**config.mk**
```make
export PLATFORM = sky130hd
export DESIGN_NAME = qfix_to_bcd_flat
export DESIGN_NICKNAME = d
export VERILOG_FILES = /design/src/rtl/qfix_to_bcd_if.sv /design/src/rtl/qfix_to_bcd.sv /design/src/flat_wrapper.sv
export SDC_FILE = /design/constraint.sdc
export NUM_CORES = 1
export LEC_CHECK = 0
export ABC_AREA = 1
export ABC_CLOCK_PERIOD_IN_PS = 2350
export CAP_MARGIN = 0
export CORE_MARGIN = 10
export CORE_UTILIZATION = 40
export DETAILED_ROUTE_END_ITERATION = 16
export PLACE_DENSITY = 0.7
export SLEW_MARGIN = 5
export SYNTH_ARGS = -nofsm -noshare
export SYNTH_HDL_FRONTEND = slang
export SYNTH_SLANG_ARGS = --single-unit
```
**constraint.sdc**
```tcl
create_clock -name clk -period 2.35 [get_ports clk]
set_clock_uncertainty 0.05 [all_clocks]
set_input_delay 0.47 -clock clk [delete_from_list [all_inputs] [get_ports clk]]
set_output_delay 0.47 -clock clk [all_outputs]
set_load 0.005 [all_outputs]
```
**src/rtl/qfix_to_bcd_if.sv**
```systemverilog
// ----------------------------------------------------------------------------
// qfix_to_bcd_if : quotient-in / BCD-out signal bundle for qfix_to_bcd
// Rev 1.0
// ----------------------------------------------------------------------------
`default_nettype none

interface qfix_to_bcd_if #(
  parameter int WIDTH   = 31,
  parameter int FBITS   = 16,
  parameter int IDIGITS = 5,
  parameter int FDIGITS = 4
);
  logic                   in_valid;
  logic [WIDTH:0]         in_data;
  logic                   in_warn;
  logic                   busy;
  logic                   out_valid;
  logic                   out_sign;
  logic [4*IDIGITS-1:0]   out_int;
  logic [4*FDIGITS-1:0]   out_frac;
  logic                   out_err;

  modport master (
    output in_valid, in_data, in_warn,
    input  busy, out_valid, out_sign, out_int, out_frac, out_err
  );

  modport slave (
    input  in_valid, in_data, in_warn,
    output busy, out_valid, out_sign, out_int, out_frac, out_err
  );
endinterface

`default_nettype wire

```
**src/rtl/qfix_to_bcd.sv**
```systemverilog
// ----------------------------------------------------------------------------
// qfix_to_bcd : sign-magnitude Qm.FBITS word to sign + packed BCD digits
// Rev 1.0
// ----------------------------------------------------------------------------
`default_nettype none

module qfix_to_bcd #(
  parameter int WIDTH   = 31,
  parameter int FBITS   = 16,
  parameter int IDIGITS = 5,
  parameter int FDIGITS = 4
) (
  input  wire logic     clk,
  input  wire logic     rst_n,
  qfix_to_bcd_if.slave  bus
);

  localparam int c_int_bits = WIDTH - FBITS;
  localparam int c_max_cnt  = (c_int_bits > FDIGITS) ? c_int_bits : FDIGITS;
  localparam int c_cnt_w    = $clog2(c_max_cnt) + 1;
  localparam int c_ibcd_w   = 4 * IDIGITS;
  localparam int c_fbcd_w   = 4 * FDIGITS;

  localparam logic [c_cnt_w-1:0] c_int_last  = c_cnt_w'(c_int_bits - 1);
  localparam logic [c_cnt_w-1:0] c_frac_last = c_cnt_w'(FDIGITS - 1);
  localparam logic [FBITS+3:0]   c_ten       = (FBITS+4)'(10);

  typedef enum logic [1:0] {
    ST_IDLE = 2'd0,
    ST_INT  = 2'd1,
    ST_FRAC = 2'd2,
    ST_DONE = 2'd3
  } state_t;

  state_t                  state_q,    state_d;
  logic [c_cnt_w-1:0]      cnt_q,      cnt_d;
  logic                    sign_q,     sign_d;
  logic                    nz_q,       nz_d;
  logic                    warn_q,     warn_d;
  logic [c_int_bits-1:0]   ishift_q,   ishift_d;
  logic [FBITS-1:0]        frac_q,     frac_d;
  logic [c_ibcd_w-1:0]     ibcd_q,     ibcd_d;
  logic [c_fbcd_w-1:0]     fbcd_q,     fbcd_d;
  logic                    busy_q,     busy_d;
  logic                    ovalid_q,   ovalid_d;
  logic                    osign_q,    osign_d;
  logic [c_ibcd_w-1:0]     oint_q,     oint_d;
  logic [c_fbcd_w-1:0]     ofrac_q,    ofrac_d;
  logic                    oerr_q,     oerr_d;

  logic [c_ibcd_w-1:0]     w_adj;
  logic [FBITS+3:0]        w_prod;

  // Double-dabble correction: any nibble >= 5 would overflow past 9 when doubled.
  for (genvar g = 0; g < IDIGITS; g++) begin : g_adj
    assign w_adj[4*g +: 4] = (ibcd_q[4*g +: 4] >= 4'd5) ? ibcd_q[4*g +: 4] + 4'd3
                                                        : ibcd_q[4*g +: 4];
  end

  assign w_prod = {4'd0, frac_q} * c_ten;

  always_ff @(posedge clk or negedge rst_n) begin
    if (!rst_n) begin
      state_q  <= ST_IDLE;
      cnt_q    <= '0;
      sign_q   <= 1'b0;
      nz_q     <= 1'b0;
      warn_q   <= 1'b0;
      ishift_q <= '0;
      frac_q   <= '0;
      ibcd_q   <= '0;
      fbcd_q   <= '0;
      busy_q   <= 1'b0;
      ovalid_q <= 1'b0;
      osign_q  <= 1'b0;
      oint_q   <= '0;
      ofrac_q  <= '0;
      oerr_q   <= 1'b0;
    end else begin
      state_q  <= state_d;
      cnt_q    <= cnt_d;
      sign_q   <= sign_d;
      nz_q     <= nz_d;
      warn_q   <= warn_d;
      ishift_q <= ishift_d;
      frac_q   <= frac_d;
      ibcd_q   <= ibcd_d;
      fbcd_q   <= fbcd_d;
      busy_q   <= busy_d;
      ovalid_q <= ovalid_d;
      osign_q  <= osign_d;
      oint_q   <= oint_d;
      ofrac_q  <= ofrac_d;
      oerr_q   <= oerr_d;
    end
  end

  always_comb begin
    state_d  = state_q;
    cnt_d    = cnt_q;
    sign_d   = sign_q;
    nz_d     = nz_q;
    warn_d   = warn_q;
    ishift_d = ishift_q;
    frac_d   = frac_q;
    ibcd_d   = ibcd_q;
    fbcd_d   = fbcd_q;
    busy_d   = busy_q;
    ovalid_d = 1'b0;
    osign_d  = osign_q;
    oint_d   = oint_q;
    ofrac_d  = ofrac_q;
    oerr_d   = oerr_q;

    case (state_q)
      ST_IDLE: begin
        if (bus.in_valid) begin
          sign_d   = bus.in_data[WIDTH];
          nz_d     = |bus.in_data[WIDTH-1:0];
          warn_d   = bus.in_warn;
          ishift_d = bus.in_data[WIDTH-1:FBITS];
          frac_d   = bus.in_data[FBITS-1:0];
          ibcd_d   = '0;
          fbcd_d   = '0;
          cnt_d    = '0;
          busy_d   = 1'b1;
          state_d  = ST_INT;
        end
      end
      ST_INT: begin
        {ibcd_d, ishift_d} = {w_adj[c_ibcd_w-2:0], ishift_q, 1'b0};
        if (cnt_q == c_int_last) begin
          cnt_d   = '0;
          state_d = ST_FRAC;
        end else begin
          cnt_d = cnt_q + 1'b1;
        end
      end
      ST_FRAC: begin
        frac_d = w_prod[FBITS-1:0];
        fbcd_d = {fbcd_q[c_fbcd_w-5:0], w_prod[FBITS+3:FBITS]};
        if (cnt_q == c_frac_last) begin
          cnt_d   = '0;
          state_d = ST_DONE;
        end else begin
          cnt_d = cnt_q + 1'b1;
        end
      end
      ST_DONE: begin
        oint_d   = ibcd_q;
        ofrac_d  = fbcd_q;
        oerr_d   = warn_q;
        // A zero magnitude is always reported as +0.
        osign_d  = sign_q & nz_q;
        ovalid_d = 1'b1;
        busy_d   = 1'b0;
        state_d  = ST_IDLE;
      end
      default: state_d = ST_IDLE;
    endcase
  end

  assign bus.busy      = busy_q;
  assign bus.out_valid = ovalid_q;
  assign bus.out_sign  = osign_q;
  assign bus.out_int   = oint_q;
  assign bus.out_frac  = ofrac_q;
  assign bus.out_err   = oerr_q;

endmodule

`default_nettype wire

```
**src/flat_wrapper.sv**
```systemverilog
// flat-port wrapper written by rule: the top's interface ports become plain ports
module qfix_to_bcd_flat 
#(
  parameter int WIDTH   = 31,
  parameter int FBITS   = 16,
  parameter int IDIGITS = 5,
  parameter int FDIGITS = 4
)
  (clk, rst_n, bus_in_valid, bus_in_data, bus_in_warn, bus_busy, bus_out_valid, bus_out_sign, bus_out_int, bus_out_frac, bus_out_err);
  qfix_to_bcd_if #(.WIDTH(WIDTH), .FBITS(FBITS), .IDIGITS(IDIGITS), .FDIGITS(FDIGITS)) bus_i ();
  input  wire logic clk;
  input  wire logic rst_n;
  input wire logic [$bits(bus_i.in_valid)-1:0] bus_in_valid;
  input wire logic [$bits(bus_i.in_data)-1:0] bus_in_data;
  input wire logic [$bits(bus_i.in_warn)-1:0] bus_in_warn;
  output wire logic [$bits(bus_i.busy)-1:0] bus_busy;
  output wire logic [$bits(bus_i.out_valid)-1:0] bus_out_valid;
  output wire logic [$bits(bus_i.out_sign)-1:0] bus_out_sign;
  output wire logic [$bits(bus_i.out_int)-1:0] bus_out_int;
  output wire logic [$bits(bus_i.out_frac)-1:0] bus_out_frac;
  output wire logic [$bits(bus_i.out_err)-1:0] bus_out_err;
  assign bus_i.in_valid = bus_in_valid;
  assign bus_i.in_data = bus_in_data;
  assign bus_i.in_warn = bus_in_warn;
  assign bus_busy = bus_i.busy;
  assign bus_out_valid = bus_i.out_valid;
  assign bus_out_sign = bus_i.out_sign;
  assign bus_out_int = bus_i.out_int;
  assign bus_out_frac = bus_i.out_frac;
  assign bus_out_err = bus_i.out_err;
  qfix_to_bcd #(.WIDTH(WIDTH), .FBITS(FBITS), .IDIGITS(IDIGITS), .FDIGITS(FDIGITS)) u_core (.clk(clk), .rst_n(rst_n), .bus(bus_i));
endmodule
```
Word-level counts from Yosys, hierarchy flattened. Cells that the tools add are included.

Output and inout bits: 40. Logic and storage cells: 72. Input bits: 36. Register bits after elaboration: 117.

$lt $le $gt $ge: 5. Equal/unequal tests: 8. Bitwise operators: 1. Reduce and logical (&&, ||, !) cells: 12. Add/subtract/negate cells: 6. $mul: 1. Multiplexer cells: 24.

Operator list (count): one-hot mux 16 bit (2 select lines) (2); one-hot mux 20 bit (2 select lines) (1); two-way mux 16 bit (2); OR reduction 31 bit (1); one-hot mux 15 bit (2 select lines) (1); greater-or-equal comparator 4 x 3 -> 1 bit, second input constant (5); two-way mux 20 bit (1); multiplier 16 x 3 -> 19 bit, second input constant (1); adder 4 x 2 -> 4 bit, second input constant (4); two-way mux 4 bit (4); two-way mux 15 bit (1); two-way mux 5 bit (3); one-hot mux 5 bit (3 select lines) (1); AND reduction 2 bit (5); one-hot mux 2 bit (4 select lines) (1); two-way mux 2 bit (3); nonzero test 2 bit (3); adder 5 x 1 -> 5 bit, second input constant (1); equality test 5 x 2 -> 1 bit, second input constant (1); equality test 5 x 4 -> 1 bit, second input constant (1); equality test 2 bit, second input constant (2); != test 2 x 1 -> 1 bit, second input constant (2); adder 3 x 2 -> 3 bit, second input constant (1); two-way mux 3 bit (1); other kinds (8) (9).

Logic depth before layout (Yosys ltp).
Depth in word-level cells: 3. Depth in mapped cells: 12. Gate-level depth less buffers: 12.

Worst setup path after synthesis. OpenSTA, ideal clock, no wires.

Path type: flip-flop to flip-flop. Start point: reg u_core.frac_q[1]. End point: reg u_core.frac_q[12]. Clock period less this slack: 2.035 ns. Setup slack: 0.315 ns. Path buffers: 0. Required time: 2.177 ns. Arrival: 1.862 ns. Cell stages (with the launch flop): 10. Cell sequence: dfrtp_1 ha_1 ha_1 fa_1 nand3_1 nand3_1 nand2_1 a21oi_1 o21ai_0 nand2_1.

Word-level cells in the longest chain between the ends: 2.

RTL lines: start, declared (line qfix_to_bcd.sv:41) `logic [FBITS-1:0] frac_q, frac_d;`; start signal, assigned (line qfix_to_bcd.sv:86) `frac_q <= frac_d;`; multiplier 16 x 3 -> 19 bit (line qfix_to_bcd.sv:60) `assign w_prod = {4'd0, frac_q} * c_ten;`; one-hot mux 16 bit (2 select lines) (line qfix_to_bcd.sv:115) `case (state_q)`.

Every way passes these cells. A chain may end at the register's enable or synchronous reset.

Final worst setup path. Ends and elaborated chain as after synthesis.

==> results.cfg <==
[finish]
mostFrequentLayoutCells = nand2_1, dfrtp_1, inv_1
fin_nets = 926
antenna_cells = 0
final_common_cell = nand2_1
final_cell_area_mm2 = 0.00786
drive_gt1_share_pct = 7.12
final_cells = 1045
area_growth_pct = 26.3

[grt]
antenna_found_initial = 0
grt.overflow.total = 0
grt_pass1_wl_um = 25200
grt_max_degree = 59
gr-usage-all-layers_pct = 14.8
grt_pass1_vias = 5300

[placed_design]
place.port_buffers = 75
dpl.hpwl_um = 10700
placed_cells = 1013
gp_routability_congestion = 0.926
place_area_mm2 = 0.00721

[worst_setup_path]
cp.arrival_ns = 2.46
worstSetupPathType = register to register
cp-end-kind = register
reg2reg_depth = 9
critPathLaunchType = register
cp_data_required_time_ns = 2.60
cp_max_fo = 4

[synthesis]
avgSynthCellArea_um2 = 8.16
seq_area_frac_synth_pct = 47.0
syn_area_mm2 = 0.00623
ys_types = 31
ys_ff_latch = 117
synth_cells = 763
mappedNetlistNets = 844
ys_warn_count = 0

[routing]
vias = 5300
wirelength_um = 14700
first_pass_iters = 5
first_iter_violations = 297
drc_errors = 0
final_antenna_net_count = 0
via_per_inst = 5.07
wl_per_cell_um = 14.1

[clocking]
h-tree-depth = 4
cts_buffer_depth = 2
insertion_delay_ns = 0.41
cts_root_buf = clkbuf_16
cts_made_buffers = 17
clk_pin_slew_ns = 0.06
cts_tree = built
clock_sinks = 117
cts_setup_buffers = 0

[worst_hold_path]
hp-class = register to register
holdPathStages = 2

[floorplanning]
initial_core_util_pct = 41.0
io_pins = 76
rows = 45
dieArea_mm2 = 0.0210
die_x_um = 145
die_h_um = 145
core_region_area_mm2 = 0.0152

[pwr]
peakVddDrop_mv = 0.649
leakagePower_nw = 3.69
power_mw = 12.0
power_density_mw_per_mm2 = 1530

[sta]
relSlewSlack_pct = 52.1
rsz0062_at_grt = no
finalSetupViolations = 0
fin_setup_tns_ns = 0
fmax_mhz = 453
drv_slew = 0
period_needed_ns = 2.21
hold_viol = 0
worst-slew-pin-transition_ns = 0.716
timing.final.crit_share_pct = 94.0

[run_status]
status = finished, final reports clean

[job]
cap_violations = 0
cells in the mapped netlist:
cell | n | area (um^2)
clkbuf_1 | 7 | 26.3
nor4_1 | 4 | 25.0
o22ai_1 | 25 | 156
o21ai_0 | 51 | 255
o21bai_1 | 1 | 7.51
inv_1 | 85 | 319
fa_1 | 1 | 20.0
or2_2 | 2 | 12.5
nor2_2 | 2 | 12.5
o21ai_2 | 2 | 17.5
a21oi_1 | 27 | 135
buf_2 | 10 | 50.1
o2bb2ai_1 | 2 | 17.5
nor2_4 | 1 | 11.3
a31oi_1 | 19 | 119
o32ai_1 | 4 | 35.0
nand2_2 | 1 | 6.26
buf_6 | 1 | 11.3
o21ai_1 | 12 | 60.1
nand4_1 | 6 | 37.5
xor2_1 | 11 | 96.3
nand3_1 | 38 | 190
nand2_1 | 194 | 728
buf_1 | 1 | 3.75
nor2_1 | 75 | 282
nor3_1 | 6 | 30.0
ha_1 | 44 | 551
buf_4 | 6 | 45.0
dfrtp_1 | 117 | 2930
inv_2 | 7 | 26.3
nand2_4 | 1 | 11.3
layer usage:
metal | vias to the layer above | wire length [um] | track usage (%)
met2 | 143 | 6230 | 22.1
met4 | 0 | 380 | 5.69
met3 | 31 | 909 | 4.47
li1 | 2680 | - | -
met5 | - | 0 | 0
met1 | 2446 | 7190 | 19.6
worst paths after layout:
| path | start | slack, ns | endpoint |
|---|---|---|---|
| max in group asynchronous | rst_n | 1.13 | u_core.ishift_q[3] |
| setup reg to reg | u_core.frac_q[1] | 0.14 | u_core.frac_q[12] |
| hold reg to reg | u_core.bus.out_frac[9] | 0.43 | u_core.bus.out_frac[9] |
| setup / recovery | u_core.frac_q[1] | 0.14 | u_core.frac_q[12] |
| hold / removal | u_core.bus.out_frac[9] | 0.43 | u_core.bus.out_frac[9] |
| min in group asynchronous | rst_n | 0.46 | u_core.bus.out_frac[14] |
kinds of logic (layout without fill, tap and decap cells):
group                    count (synthesis)  in the layout  share of synthesized area, %
buffers and inverters                  117            211                          7.74
adder cells (fa/ha/maj)                 45             45                          9.16
AND/OR/NAND/NOR                        330            330                          21.6
flip-flops                             117            117                          47.0
XOR/XNOR                                11             11                          1.55
AO/OA/AOI/OAI                          143            143                          12.9
cell type report:
class | instances | area [um^2]
Clock buffer | 21 | 460
Clock inverter | 10 | 178
Fill cell | 1416 | 7340
Inverter | 92 | 345
Multi-Input combinational cell | 529 | 2830
Sequential cell | 117 | 2930
Tap cell | 188 | 235
Timing Repair Buffer | 88 | 886
report_power, final:
group          internal, mW  leakage (nW)  total, mW  switching [mW]
clock                  1.92         0.313       2.82           0.899
combinational          2.31          1.86       5.98            3.67
sequential             2.74          1.51       3.22           0.479
total                  6.98          3.69       12.0            5.04
registers in the layout (all words and copies together) (netlist names):
| name | flops |
|---|---|
| u_core.sign_q | 1 |
| u_core.ibcd_q | 20 |
| u_core.bus.out_sign | 1 |
| u_core.state_q | 2 |
| u_core.bus.out_int | 20 |
| u_core.frac_q | 16 |
| u_core.bus.out_valid | 1 |
| u_core.bus.out_frac | 16 |
| u_core.fbcd_q | 16 |
| u_core.bus.busy | 1 |
| u_core.ishift_q | 15 |
| u_core.bus.out_err | 1 |
| u_core.nz_q | 1 |
| u_core.cnt_q | 5 |
| u_core.warn_q | 1 |
metrics by stage:
stage	util (%)	setup WS, ns	hold WS [ns]
3_5_place_dp	47.4	0.0904	0.359
5_1_grt	51.7	0.00417	0.455
4_1_cts	51.7	0.0743	0.431
6_report	51.7	0.141	0.428
2_1_floorplan	-	0.315	0.124
3_3_place_gp	47.4	0.134	0.355
critical path, cell delays in order, from the launching register on:
cell     delay (ns)
dfrtp_1        0.41
ha_1           0.30
ha_1           0.25
fa_2           0.39
nand3_1        0.11
nand3_1        0.18
nand2_1        0.13
a21oi_1        0.07
o21ai_0        0.16
nand2_1        0.06
timing repair:
item | in CTS | in global routing
endpoints found under the setup margin | 0 | 4
hold buffers | 1 | 0
endpoints found under the hold margin | 23 | 0
gates resized for setup | 0 | 2
No activity file was read; power rests on OpenSTA's default activity.
